==> config.mk <==
export PLATFORM = sky130hd
export DESIGN_NAME = lc3_mem_arbiter
export DESIGN_NICKNAME = d
export VERILOG_FILES = /design/src/rtl/lc3_mem_arbiter.sv
export SDC_FILE = /design/constraint.sdc
export NUM_CORES = 1
export LEC_CHECK = 0
export CAP_MARGIN = 20
export CORE_MARGIN = 1.5
export CORE_UTILIZATION = 41
export CTS_BUF_LIST = sky130_fd_sc_hd__clkbuf_4 sky130_fd_sc_hd__clkbuf_8
export DETAILED_ROUTE_END_ITERATION = 7
export HOLD_SLACK_MARGIN = 0.06
export PLACE_DENSITY = 0.8
export SLEW_MARGIN = 20
export SYNTH_ARGS = -nofsm -noshare
export SYNTH_HDL_FRONTEND = slang
export SYNTH_SLANG_ARGS = --single-unit
==> constraint.sdc <==
create_clock -name clk -period 3.9 [get_ports clk]
set_clock_uncertainty 0.2 [all_clocks]
set_input_delay 1.17 -clock clk [delete_from_list [all_inputs] [get_ports clk]]
set_output_delay 1.17 -clock clk [all_outputs]
set_load 0.02 [all_outputs]
==> src/rtl/lc3_mem_arbiter.sv <==
// Round-robin arbiter sharing one single-port memory between LC-3 fetch and data ports.
// One access outstanding at a time; reads return MEM_LAT cycles after the strobe.
module lc3_mem_arbiter #(
  parameter int MEM_LAT = 2
) (
  input  logic        clk,
  input  logic        reset,
  input  logic        instrmem_rd,
  input  logic [15:0] pc,
  output logic [15:0] Instr_dout,
  output logic        complete_instr,
  input  logic        Data_req,
  input  logic        Data_rd,
  input  logic [15:0] Data_addr,
  input  logic [15:0] Data_din,
  output logic [15:0] Data_dout,
  output logic        complete_data,
  output logic        mem_en,
  output logic        mem_we,
  output logic [15:0] mem_addr,
  output logic [15:0] mem_wdata,
  input  logic [15:0] mem_rdata
);

  typedef enum logic [1:0] {
    S_IDLE   = 2'd0,
    S_ACCESS = 2'd1,
    S_WAIT   = 2'd2,
    S_RESP   = 2'd3
  } state_t;

  state_t      state_q, state_d;
  logic        last_grant_q, last_grant_d;  // 1 = data was granted last
  logic        id_q, id_d;                  // 1 = data requester owns the transaction
  logic        wr_q, wr_d;
  logic [3:0]  cnt_q, cnt_d;
  logic        mem_en_q, mem_en_d;
  logic        mem_we_q, mem_we_d;
  logic [15:0] mem_addr_q, mem_addr_d;
  logic [15:0] mem_wdata_q, mem_wdata_d;
  logic        complete_instr_q, complete_instr_d;
  logic        complete_data_q, complete_data_d;
  logic [15:0] instr_dout_q, instr_dout_d;
  logic [15:0] data_dout_q, data_dout_d;
  logic        grant_data;

  // Next-state, arbitration and registered-output computation.
  always_comb begin
    state_d          = state_q;
    last_grant_d     = last_grant_q;
    id_d             = id_q;
    wr_d             = wr_q;
    cnt_d            = cnt_q;
    mem_en_d         = 1'b0;
    mem_we_d         = 1'b0;
    mem_addr_d       = mem_addr_q;
    mem_wdata_d      = mem_wdata_q;
    complete_instr_d = 1'b0;
    complete_data_d  = 1'b0;
    instr_dout_d     = instr_dout_q;
    data_dout_d      = data_dout_q;
    grant_data       = 1'b0;

    case (state_q)
      S_IDLE: begin
        if (instrmem_rd || Data_req) begin
          // On a tie the requester not granted last wins.
          grant_data   = Data_req && (!instrmem_rd || !last_grant_q);
          last_grant_d = grant_data;
          id_d         = grant_data;
          wr_d         = grant_data && !Data_rd;
          mem_addr_d   = grant_data ? Data_addr : pc;
          mem_wdata_d  = grant_data ? Data_din : 16'h0000;
          mem_en_d     = 1'b1;
          mem_we_d     = grant_data && !Data_rd;
          state_d      = S_ACCESS;
        end else begin
          state_d = S_IDLE;
        end
      end
      S_ACCESS: begin
        if (wr_q) begin
          state_d          = S_RESP;
          complete_instr_d = !id_q;
          complete_data_d  = id_q;
        end else begin
          state_d = S_WAIT;
          cnt_d   = 4'(MEM_LAT);
        end
      end
      S_WAIT: begin
        // Last WAIT cycle is exactly MEM_LAT cycles after the strobe.
        if (cnt_q <= 4'd1) begin
          cnt_d            = 4'd0;
          state_d          = S_RESP;
          complete_instr_d = !id_q;
          complete_data_d  = id_q;
          if (id_q) begin
            data_dout_d = mem_rdata;
          end else begin
            instr_dout_d = mem_rdata;
          end
        end else begin
          cnt_d = cnt_q - 4'd1;
        end
      end
      S_RESP: begin
        state_d = S_IDLE;
      end
      default: begin
        state_d = S_IDLE;
      end
    endcase
  end

  // State and output registers with synchronous reset.
  always_ff @(posedge clk) begin
    if (reset) begin
      state_q          <= S_IDLE;
      last_grant_q     <= 1'b0;
      id_q             <= 1'b0;
      wr_q             <= 1'b0;
      cnt_q            <= 4'd0;
      mem_en_q         <= 1'b0;
      mem_we_q         <= 1'b0;
      mem_addr_q       <= 16'h0000;
      mem_wdata_q      <= 16'h0000;
      complete_instr_q <= 1'b0;
      complete_data_q  <= 1'b0;
      instr_dout_q     <= 16'h0000;
      data_dout_q      <= 16'h0000;
    end else begin
      state_q          <= state_d;
      last_grant_q     <= last_grant_d;
      id_q             <= id_d;
      wr_q             <= wr_d;
      cnt_q            <= cnt_d;
      mem_en_q         <= mem_en_d;
      mem_we_q         <= mem_we_d;
      mem_addr_q       <= mem_addr_d;
      mem_wdata_q      <= mem_wdata_d;
      complete_instr_q <= complete_instr_d;
      complete_data_q  <= complete_data_d;
      instr_dout_q     <= instr_dout_d;
      data_dout_q      <= data_dout_d;
    end
  end

  assign mem_en         = mem_en_q;
  assign mem_we         = mem_we_q;
  assign mem_addr       = mem_addr_q;
  assign mem_wdata      = mem_wdata_q;
  assign complete_instr = complete_instr_q;
  assign complete_data  = complete_data_q;
  assign Instr_dout     = instr_dout_q;
  assign Data_dout      = data_dout_q;

endmodule

==> metrics.txt <==
status completed; total nets after synthesis 413; top cells by area in the synthesized netlist sky130_fd_sc_hd__dfxtp_1 51%, sky130_fd_sc_hd__nand2_1 8.7%, sky130_fd_sc_hd__a21oi_1 6.2%; net switching power 999.8 µW; number of global-route vias before repair 2570; Routed wire per std cell 13.31 µm; global route overflow 0; antenna violations before repair 0; total core area 0.006907 mm²; number of top-level pins 137; Die Height 88.37 µm; horizontal die dimension 88.37 µm; vias per inst 4.947; Worst VDD drop 367.3 µV; time the worst path needs with I/O delays and setup 2.687 ns; fill count 570; endpoint arrival time on the critical path 1.32 ns; layout overhead on the synthesized area 53.31%; maximum root-to-sink buffer count 2; depth of the CTS H-tree 3; number of hold-slack violations in the final timing report 0; biggest cell delay along the critical path 0.61 ns; sequential cell area fraction in the yosys report 50.92%; critical path startpoint category flip-flop; Final Max Tran Viols 0; dominant cell by count in the synthesized netlist sky130_fd_sc_hd__dfxtp_1; number of enable flip-flop cells after synthesis 0; Power, Total 2729 µW; kind of cell adding the most delay to the critical path buffers and inverters; internal power consumption 1729 µW; achievable frequency 0.3722 GHz; synth warn 0; register area 0.001521 mm²; Max-slew headroom 33.65%; Hold Crit Class reg2reg; insertion delay of the later-clocked pin in the worst-skew pair 0.34 ns; sequential fraction of design power 37.4%; clock tree from TritonCTS yes; largest net degree at the start of global routing 41; critical path peak fanout 2; Post-Synthesis Cell Area 0.002988 mm²; flop and latch count out of synthesis 76; share of flip-flops with an asynchronous set or reset 0%; critical path type reg2out; number of antenna repair diodes 0; Detailed Place HPWL 5.438 mm; Worst Tran Pin Value 0.9899 ns; DR iter-0 viols 117; flip-flop cell with the highest count after synthesis sky130_fd_sc_hd__dfxtp_1; Clock power frac 22.2%; total area of multi-input combinational cells 0.001326 mm²; starting density of the core 43.26%; clk root buf sky130_fd_sc_hd__clkbuf_8; wire length of the first global-routing pass 11.43 mm; most used standard cells in the synthesized netlist 76 x sky130_fd_sc_hd__dfxtp_1, 69 x sky130_fd_sc_hd__nand2_1, 41 x sky130_fd_sc_hd__nor2_1; hold buffer count at CTS 0; final-layout setup total negative slack 0 ns; total vias in the final route 2795; Data required, critical path 2.53 ns; TritonCTS Buffers 9; proportion of power drawn by combinational gates 40.4%; post-route ant nets 0; reported leakage power 0.001669 µW; Synth area leader sky130_fd_sc_hd__dfxtp_1; count of distinct cell types in the synthesized netlist 35; Initial DRT Pass Iterations 4; total number of clock tree sinks 76; area share of the largest cell type after synthesis 50.92%; sort of element at the end of the critical path output port; fin crit share 68.90%; ordered list of cells on the worst path clkdlybuf4s50_1; unrepaired setup endpoints after global routing false; switching share of total power 36.64%; number of placement rows 30; Routability Congestion 0.7939; ratio of cells with drive above 1 in the final layout 5.970%; number of buffers and inverters on the critical path 1; total length of routed wires 7.518 mm; mean post-synth cell area 8.840 µm²; count of max-cap constraint violations 0; setup-violating endpoint count in the final report 0; count of port buffers added during placement 136; global-route total usage across every layer 18.65%; drc violations 0; number of nets at the end of the flow 539; clock-pin transition on the worst setup and hold timing paths 0.08 ns; critical-path cell with the highest stage delay sky130_fd_sc_hd__clkdlybuf4s50_1; die area 0.007808 mm²; Post-CTS Resized 0; Cell Pwr Density 595.7 mW/mm²; post-synthesis instance total 338; Post-CTS Setup Inserts 0
## per-stage QoR
stage	hold slack (ns)	setup WS (ns)	instances	utilization, %	instance area [µm²]
2_1_floorplan	0.2575	1.448	338	-	2988
3_3_place_gp	0.2421	1.026	549	63.37	4377
3_5_place_dp	0.2454	0.9230	549	63.37	4377
4_1_cts	0.2560	1.198	565	66.32	4581
5_1_grt	0.2759	1.165	565	66.32	4581
6_report	0.2560	1.213	565	66.32	4581
## worst min-delay path, cell delays in order (launching register included)
cell	delay [ns]
sky130_fd_sc_hd__dfxtp_1	0.31
sky130_fd_sc_hd__nand2_1	0.05
sky130_fd_sc_hd__a21oi_1	0.05
## layer usage
layer / GRT usage [%] / routed length, µm / up-vias
li1: - / - / 1408
met1: 22.87 / 3224 / 1269
met2: 31.02 / 3537 / 108
met3: 5.970 / 660 / 10
met4: 6.392 / 95 / 0
met5: 0 / 0 / -
## cells by family (layout without fill, tap and decap cells)
kind of cell	after synthesis	in the layout	share of synthesized area, %
muxes	18	18	6.030
DFF	76	76	50.92
adders and majority gates	6	6	2.512
AOI/OAI and AO/OA	78	78	16.08
buffers and inverters	30	161	4.899
and+or+nand+nor	130	130	19.56
## path summary, 6_finish.rpt
| check | slack, ns | end | depth (start not counted) | start |
|---|---|---|---|---|
| min reg2reg | 0.26 | Data_dout[9] | 2 | Data_dout[9] |
| max reg2reg | 1.62 | Data_dout[5] | 6 | state_q[0] |
| max | 1.21 | mem_wdata[7] | 1 | mem_wdata[7] |
| min | 0.26 | Data_dout[9] | 2 | Data_dout[9] |
## flip-flops by register name, summed over array words and instances, names as in the netlist
signal and count:
mem_we 1, id_q 1, state_q 2, Data_dout 16, mem_wdata 16, complete_data 1, mem_en 1, Instr_dout 16
mem_addr 16, complete_instr 1, wr_q 1, cnt_q 4
## power by group through the flow
stage	Sequential (µW)	Combinational [µW]	Clock [µW]
after floorplan	1190	528	0
after global routing	1040	1210	654
after CTS	1020	1110	619
after detailed placement	1040	1110	0
final	1020	1100	605
after global placement	1030	1080	0
## placed cells by master (no fill, tap or decap), drive strengths merged, types with 2 or more instances in the layout
master / count
clkbuf: 9
mux2i: 18
or3: 2
clkdlybuf4s50: 135
o21ai: 5
clkinvlp: 2
nor4b: 3
nand2: 69
nor3: 2
ha: 6
inv: 7
buf: 6
nor4bb: 2
a22oi: 16
nor2b: 2
nor2: 42
a211oi: 16
dfxtp: 76
a21oi: 37
## area by class of cell
class | count | area share (%)
well taps | 96 | 2.622
clock buffers | 9 | 2.704
clock inverters | 7 | 1.748
inverters | 4 | 0.3278
repair buffers | 141 | 30.43
multi-input cells | 232 | 28.95
flip-flops and latches | 76 | 33.22
No activity file was read; power rests on OpenSTA's default activity.
